File: config.mk
export PLATFORM = sky130hd
export DESIGN_NAME = duty_setter_flat
export DESIGN_NICKNAME = d
export VERILOG_FILES = /design/src/rtl/duty_setter_if.sv /design/src/rtl/duty_setter.sv /design/src/flat_wrapper.sv
export SDC_FILE = /design/constraint.sdc
export NUM_CORES = 1
export LEC_CHECK = 0
export CELL_PAD_IN_SITES_DETAIL_PLACEMENT = 1
export CELL_PAD_IN_SITES_GLOBAL_PLACEMENT = 1
export CORE_ASPECT_RATIO = 0.7
export CORE_UTILIZATION = 49
export CTS_CLUSTER_SIZE = 40
export DETAILED_ROUTE_END_ITERATION = 8
export GPL_TIMING_DRIVEN = 0
export HOLD_SLACK_MARGIN = 0.03
export PLACE_DENSITY = 0.82
export SKIP_LAST_GASP = 1
export SYNTH_ARGS = -nofsm -noshare
export SYNTH_HDL_FRONTEND = slang
export SYNTH_SLANG_ARGS = --single-unit
export TNS_END_PERCENT = 10
File: constraint.sdc
create_clock -name clk -period 8.55 [get_ports clk]
set_input_delay 1.71 -clock clk [delete_from_list [all_inputs] [get_ports clk]]
set_output_delay 1.71 -clock clk [all_outputs]
set_load 0.01 [all_outputs]
File: src/rtl/duty_setter_if.sv
// rtl/duty_setter_if.sv - pushbutton inputs and duty outputs of the duty setter
interface duty_setter_if;
    logic       btn_up;
    logic       btn_down;
    logic       btn_clr;
    logic [7:0] duty;
    logic       step_pulse;
    logic       at_limit;

    // Board / bench side: drives the raw buttons, observes the duty value
    modport master (
        output btn_up, btn_down, btn_clr,
        input  duty, step_pulse, at_limit
    );

    // Duty setter side
    modport slave (
        input  btn_up, btn_down, btn_clr,
        output duty, step_pulse, at_limit
    );
endinterface

File: src/rtl/duty_setter.sv
// rtl/duty_setter.sv - debounced up/down/clear buttons to saturating 8-bit duty value
module duty_setter #(
    parameter int DB_CYCLES     = 1000000,
    parameter int HOLD_CYCLES   = 25000000,
    parameter int REPEAT_CYCLES = 5000000,
    parameter int STEP          = 1,
    parameter int INIT_DUTY     = 0
) (
    input  logic         clk,
    input  logic         rst,
    duty_setter_if.slave bus
);

    localparam int BU = 0;
    localparam int BD = 1;
    localparam int BC = 2;

    localparam int DBW  = $clog2(DB_CYCLES);
    localparam int TMAX = (HOLD_CYCLES > REPEAT_CYCLES) ? HOLD_CYCLES : REPEAT_CYCLES;
    localparam int TW   = $clog2(TMAX);

    localparam logic [DBW-1:0] DB_LAST     = DBW'(DB_CYCLES - 1);
    localparam logic [TW-1:0]  HOLD_LAST   = TW'(HOLD_CYCLES - 1);
    localparam logic [TW-1:0]  REPEAT_LAST = TW'(REPEAT_CYCLES - 1);
    localparam logic [7:0]     INIT_VAL    = 8'(INIT_DUTY);
    localparam logic [7:0]     STEP_VAL    = 8'(STEP);
    localparam logic           INIT_LIMIT  = (INIT_DUTY == 0) || (INIT_DUTY == 255);

    typedef enum logic [1:0] {
        ST_IDLE,
        ST_WAIT_HOLD,
        ST_REPEAT
    } state_t;

    logic [2:0]     w_raw;
    logic [2:0]     r_s1;
    logic [2:0]     r_s2;
    logic [2:0]     r_db;
    logic [2:0]     r_db_prev;
    logic [2:0]     r_press;
    logic [DBW-1:0] r_db_cnt [3];

    state_t         r_state;
    state_t         w_state_nxt;
    logic [TW-1:0]  r_timer;
    logic [TW-1:0]  w_timer_nxt;
    logic           r_dir;
    logic           w_dir_nxt;
    logic           w_step;
    logic           w_clr;
    logic           w_held;
    logic           w_other;

    logic [7:0]     r_duty;
    logic           r_step_pulse;
    logic           r_at_limit;
    logic [8:0]     w_sum;
    logic [7:0]     w_duty_up;
    logic [7:0]     w_duty_dn;
    logic [7:0]     w_duty_nxt;

    assign w_raw = {bus.btn_clr, bus.btn_down, bus.btn_up};

    // Two-flop synchronisers, per-button debounce counters and registered rising-edge detect
    always_ff @(posedge clk) begin
        if (!rst) begin
            r_s1      <= '0;
            r_s2      <= '0;
            r_db      <= '0;
            r_db_prev <= '0;
            r_press   <= '0;
            for (int i = 0; i < 3; i++) begin
                r_db_cnt[i] <= '0;
            end
        end else begin
            r_s1      <= w_raw;
            r_s2      <= r_s1;
            r_db_prev <= r_db;
            r_press   <= r_db & ~r_db_prev;
            for (int i = 0; i < 3; i++) begin
                if (r_s2[i] != r_db[i]) begin
                    if (r_db_cnt[i] == DB_LAST) begin
                        r_db[i]     <= r_s2[i];
                        r_db_cnt[i] <= '0;
                    end else begin
                        r_db_cnt[i] <= r_db_cnt[i] + 1'b1;
                    end
                end else begin
                    r_db_cnt[i] <= '0;
                end
            end
        end
    end

    // The button that started the current hold, and the opposing one that aborts it
    assign w_held  = r_dir ? r_db[BU] : r_db[BD];
    assign w_other = r_dir ? r_db[BD] : r_db[BU];

    // Next state, hold/repeat timer and step/clear decisions; clear overrides everything
    always_comb begin
        w_state_nxt = r_state;
        w_timer_nxt = r_timer;
        w_dir_nxt   = r_dir;
        w_step      = 1'b0;
        w_clr       = 1'b0;
        if (r_press[BC]) begin
            w_clr       = 1'b1;
            w_state_nxt = ST_IDLE;
            w_timer_nxt = '0;
        end else begin
            case (r_state)
                ST_IDLE: begin
                    if (!r_db[BC]) begin
                        if (r_press[BU] && !r_db[BD]) begin
                            w_step      = 1'b1;
                            w_dir_nxt   = 1'b1;
                            w_timer_nxt = '0;
                            w_state_nxt = ST_WAIT_HOLD;
                        end else if (r_press[BD] && !r_db[BU]) begin
                            w_step      = 1'b1;
                            w_dir_nxt   = 1'b0;
                            w_timer_nxt = '0;
                            w_state_nxt = ST_WAIT_HOLD;
                        end
                    end
                end
                ST_WAIT_HOLD: begin
                    if (!w_held || w_other) begin
                        w_state_nxt = ST_IDLE;
                        w_timer_nxt = '0;
                    end else if (r_timer == HOLD_LAST) begin
                        w_step      = 1'b1;
                        w_timer_nxt = '0;
                        w_state_nxt = ST_REPEAT;
                    end else begin
                        w_timer_nxt = r_timer + 1'b1;
                    end
                end
                ST_REPEAT: begin
                    if (!w_held || w_other) begin
                        w_state_nxt = ST_IDLE;
                        w_timer_nxt = '0;
                    end else if (r_timer == REPEAT_LAST) begin
                        w_step      = 1'b1;
                        w_timer_nxt = '0;
                    end else begin
                        w_timer_nxt = r_timer + 1'b1;
                    end
                end
                default: begin
                    w_state_nxt = ST_IDLE;
                    w_timer_nxt = '0;
                end
            endcase
        end
    end

    // Saturating step arithmetic: 9-bit sum for up, compare-before-subtract for down
    always_comb begin
        w_sum      = {1'b0, r_duty} + {1'b0, STEP_VAL};
        w_duty_up  = (w_sum > 9'd255) ? 8'hFF : w_sum[7:0];
        w_duty_dn  = (r_duty < STEP_VAL) ? 8'h00 : (r_duty - STEP_VAL);
        w_duty_nxt = r_duty;
        if (w_clr) begin
            w_duty_nxt = INIT_VAL;
        end else if (w_step) begin
            w_duty_nxt = w_dir_nxt ? w_duty_up : w_duty_dn;
        end
    end

    // State register plus registered duty, strobe and limit flag
    always_ff @(posedge clk) begin
        if (!rst) begin
            r_state      <= ST_IDLE;
            r_timer      <= '0;
            r_dir        <= 1'b0;
            r_duty       <= INIT_VAL;
            r_step_pulse <= 1'b0;
            r_at_limit   <= INIT_LIMIT;
        end else begin
            r_state      <= w_state_nxt;
            r_timer      <= w_timer_nxt;
            r_dir        <= w_dir_nxt;
            r_duty       <= w_duty_nxt;
            r_step_pulse <= w_step | w_clr;
            r_at_limit   <= (w_duty_nxt == 8'h00) || (w_duty_nxt == 8'hFF);
        end
    end

    assign bus.duty       = r_duty;
    assign bus.step_pulse = r_step_pulse;
    assign bus.at_limit   = r_at_limit;

endmodule
File: src/flat_wrapper.sv
// flat-port wrapper written by rule: the top's interface ports become plain ports
module duty_setter_flat 
#(
    parameter int DB_CYCLES     = 1000000,
    parameter int HOLD_CYCLES   = 25000000,
    parameter int REPEAT_CYCLES = 5000000,
    parameter int STEP          = 1,
    parameter int INIT_DUTY     = 0
)
  (clk, rst, bus_btn_up, bus_btn_down, bus_btn_clr, bus_duty, bus_step_pulse, bus_at_limit);
  duty_setter_if bus_i ();
  input  logic clk;
  input  logic rst;
  input wire logic [$bits(bus_i.btn_up)-1:0] bus_btn_up;
  input wire logic [$bits(bus_i.btn_down)-1:0] bus_btn_down;
  input wire logic [$bits(bus_i.btn_clr)-1:0] bus_btn_clr;
  output wire logic [$bits(bus_i.duty)-1:0] bus_duty;
  output wire logic [$bits(bus_i.step_pulse)-1:0] bus_step_pulse;
  output wire logic [$bits(bus_i.at_limit)-1:0] bus_at_limit;
  assign bus_i.btn_up = bus_btn_up;
  assign bus_i.btn_down = bus_btn_down;
  assign bus_i.btn_clr = bus_btn_clr;
  assign bus_duty = bus_i.duty;
  assign bus_step_pulse = bus_i.step_pulse;
  assign bus_at_limit = bus_i.at_limit;
  duty_setter #(.DB_CYCLES(DB_CYCLES), .HOLD_CYCLES(HOLD_CYCLES), .REPEAT_CYCLES(REPEAT_CYCLES), .STEP(STEP), .INIT_DUTY(INIT_DUTY)) u_core (.clk(clk), .rst(rst), .bus(bus_i));
endmodule
==> impl_metrics.toml, run 1 <==
[global_routing]
grt_pass1_wl_um = 26200
global_route.usage.met3_pct = 3.93
initial_antenna_violation_count = 0
grt_max_degree = 17
track_usage_pct = 26.6
first_global_vias = 5245
top_usage_layer = "met2"
grt_use_met2_pct = 45.5
grt_remaining_overflow = 0
grt.met1_usage_pct = 34.1

[power_and_ir_drop]
clkPwrFrac_pct = 50.7
ir_drop_v = 0.000159
netSwitchingFraction_pct = 22.9
power_per_cell_area_mw_per_mm2 = 182
sequential_power_share_pct = 45.7
intPower_w = 0.00101
net-switching-power_w = 0.000302
power.combinational.fraction_pct = 3.5
leakagePower_nw = 2.59

[finish]
mostFrequentLayoutCells = "nor2_1 (113), edfxtp_1 (60), conb_1 (60), dfxtp_1 (53), nand3_1 (46)"
num-nets-final = 752
final_common_cell = "nor2_1"
layoutNonFillerInstCount = 906
n_antenna_cell = 0
syn2layout_area_growth_pct = 18.2
final_util_pct = 60.5
drive_gt1_share_pct = 7.21

[sta]
setup-tns-final_ns = 0
timing_max_transition_violations_final = 0
finalClockSkew_ns = 0.00941
maximum_achievable_frequency_mhz = 291
unrepaired_setup_endpoints_after_global_routing = "false"
worst_pin_slew_ns = 0.832
final_number_of_hold_violating_endpoints = 0
period_minus_slack_ns = 3.43
worst_slew_margin_rel_pct = 44.1
setup_violations = 0
layout_worst_path_cycle_share_pct = 40.1

[floorplanning]
die_width_um = 135
initial_utilization_pct = 51.2
rows = 33
design.die.area_mm2 = 0.0129
die_h_um = 95.4
design.portCount = 15
floorplan.core_area_mm2 = 0.0119

[clocking]
post_cts.repair.setup_buffers = 0
clock_tree.htree_level_count = 4
cts_tree = "done"
clock_tree.buffer_depth = 2
worst_skew_pair.late_latency_ns = 0.42
root_driver = "clkbuf_16"
post_cts.resized_instances = 0
cts_inserted_buffers = 17
cts_sinks = 113
path_clk_slew_ns = 0.05
cts_hold_repair.buffers = 0

[route]
route.detailed.drc = 0
route.final.wire_length_um = 16100
detailedRoute.firstPassIterationCount = 4
vias_per_cell = 5.65
routedWlPerCell_um = 17.7
detail-route-antenna-nets = 0
starting_drc_count_in_detailed_routing = 344
detailroute.via_count = 5117

[placed_design]
buffer_ports.inserted = 14
placed_cells = 874
dp_hpwl_um = 11200
place_congestion = 0.914

[setup_path]
startpoint_types = "input port"
end_kind = "register"
critPathArrivalTime_ns = 3.69
required_ns = 8.81
critPathKind = "input port to register"
worstPathMaxFanout = 10

[logic_synthesis]
yosysUniqueCellTypes = 75
syn-cell-area_mm2 = 0.00611
number_of_enable_flip_flop_cells_after_synthesis = 60
synthDominantCellAreaShare_pct = 29.5
ys_async_sr_fraction_pct = 0
post_synth_main_area_contributors = "edfxtp_1 (30%), dfxtp_1 (17%), nor2_1 (6.9%), xor2_1 (4.9%), xnor2_1 (4.4%)"
post-synth-top-area-cell = "edfxtp_1"
ys_seq_area_share_pct = 46.9
postSynthAreaPerCell_um2 = 9.48
postSynthCellCount = 644
synth.ff_latch_count = 113
ys.warnings.count = 0
ys.flop_type = "edfxtp_1"

[worst_hold_path]
worst_hold_path_type = "register to register"

[run_status]
status = "completed"

[flow_run]
max-cap-violations = 0
## metal layers
metal	wire length, um	up-vias	share of wire (%)
met2	7700	117	48
met5	0	-	0
met4	213	0	1.3
li1	-	2454	-
met1	7450	2526	46
met3	696	20	4.3
## cell type report
class,count,area (um2)
Multi-Input combinational cell,549,3310
Inverter,23,86.3
Clock buffer,21,460
Timing Repair Buffer,14,140
Tap cell,157,196
Sequential cell,113,2860
Clock inverter,11,90.1
Fill cell,1390,4720
Buffer,18,70.1
## flip-flops by register name, indices dropped and copies added (netlist names)
register,flops
u_core.r_db_prev,3
u_core.bus.step_pulse,1
u_core.r_press,3
u_core.r_timer,25
u_core.bus.duty,8
u_core.r_s2,3
u_core.r_state,2
u_core.r_db,3
u_core.r_s1,3
u_core.bus.at_limit,1
u_core.r_dir,1
u_core.r_db_cnt,60
## kinds of logic after synthesis
family / after synthesis / share of synthesized area, %
buffers and inverters: 41 / 2.56
DFF: 113 / 46.9
other: 1 / 0.0614
xor gates and xnor gates: 65 / 9.32
AOI/OAI and AO/OA: 89 / 10.8
muxes: 7 / 1.35
and+or+nand+nor: 317 / 26.7
adders and majority gates: 11 / 2.25
## stage by stage
step	worst slack [ns]	hold slack (ns)	area, um2	power, W
2_1_floorplan	5.73	0.367	6330	0.000641
3_3_place_gp	4.76	0.372	6660	0.000653
3_5_place_dp	4.65	0.382	6660	0.000657
4_1_cts	5.10	0.390	7210	0.00132
5_1_grt	4.99	0.407	7210	0.00135
6_report	5.12	0.391	7210	0.00132
## worst paths after layout
| kind | startpoint | end | depth (start not counted) | slack [ns] |
|---|---|---|---|---|
| max | rst | u_core.r_db_cnt[2][13]$_SDFFCE_PP0P_ | 5 | 5.12 |
| min | u_core.r_db_prev[1]$_SDFF_PN0_ | u_core.r_press[1]$_SDFF_PN0_ | 1 | 0.39 |
| max reg2reg | u_core.bus.duty[0]$_SDFF_PN0_ | u_core.bus.at_limit$_SDFF_PN1_ | 11 | 5.22 |
| min reg2reg | u_core.r_db_prev[1]$_SDFF_PN0_ | u_core.r_press[1]$_SDFF_PN0_ | 1 | 0.39 |
## power groups by stage
stage / Combinational (W) / Clock (W) / Sequential [W]
6_report: 0.0000464 / 0.000667 / 0.000602
5_1_grt: 0.0000524 / 0.000694 / 0.000603
2_1_floorplan: 0.0000331 / 0 / 0.000608
4_1_cts: 0.0000454 / 0.000672 / 0.000602
3_5_place_dp: 0.0000446 / 0 / 0.000612
3_3_place_gp: 0.0000422 / 0 / 0.000611
## critical path: stages
cell,delay [ns]
clkdlybuf4s50_1,0.62
clkinv_1,0.41
or3_1,0.50
clkbuf_1,0.27
nor2_1,0.19
## synth_stat cells (all sizes together), types with 2 or more instances
library cell  instances
a211o                 2
a211oi                9
a21o                  4
a21oi                20
a221oi                2
a22oi                 3
a311oi                2
a31oi                 3
a32oi                 2
and2                 12
and3                 19
and4                  4
buf                   3
clkbuf               15
dfxtp                53
edfxtp               60
ha                   11
inv                  22
mux2i                 6
nand2                40
nand3                46
nand4                17
nor2                114
nor2b                 7
nor3                 15
nor3b                 2
nor4                  5
nor4b                10
o21a                  2
o21ai                20
o22ai                 3
o311ai                2
or3                  13
or4                   4
xnor2                31
xor2                 34
(Power assumes the default switching activity.)
==> run 2, diff against run 1 <==
- clock period: 8.55 -> 3.6 ns (I/O delays scaled with it)
==> results of run 2 <==
The final DEF is identical to that of run 1. Status: completed.
Among the figures that moved: setup slack after placement 4.65 ns -> 0.343 ns; setup slack after layout 5.12 ns -> 0.267 ns; start point of the critical path rst -> u_core.bus.duty[0]$_SDFF_PN0_; end point of the critical path u_core.r_db_cnt[2][13]$_SDFFCE_PP0P_ -> u_core.bus.at_limit$_SDFF_PN1_; register-to-register setup slack 5.22 ns -> 0.27 ns; total power 0.00132 W -> 0.00312 W; worst IR drop on VDD 0.000159 V -> 0.000378 V
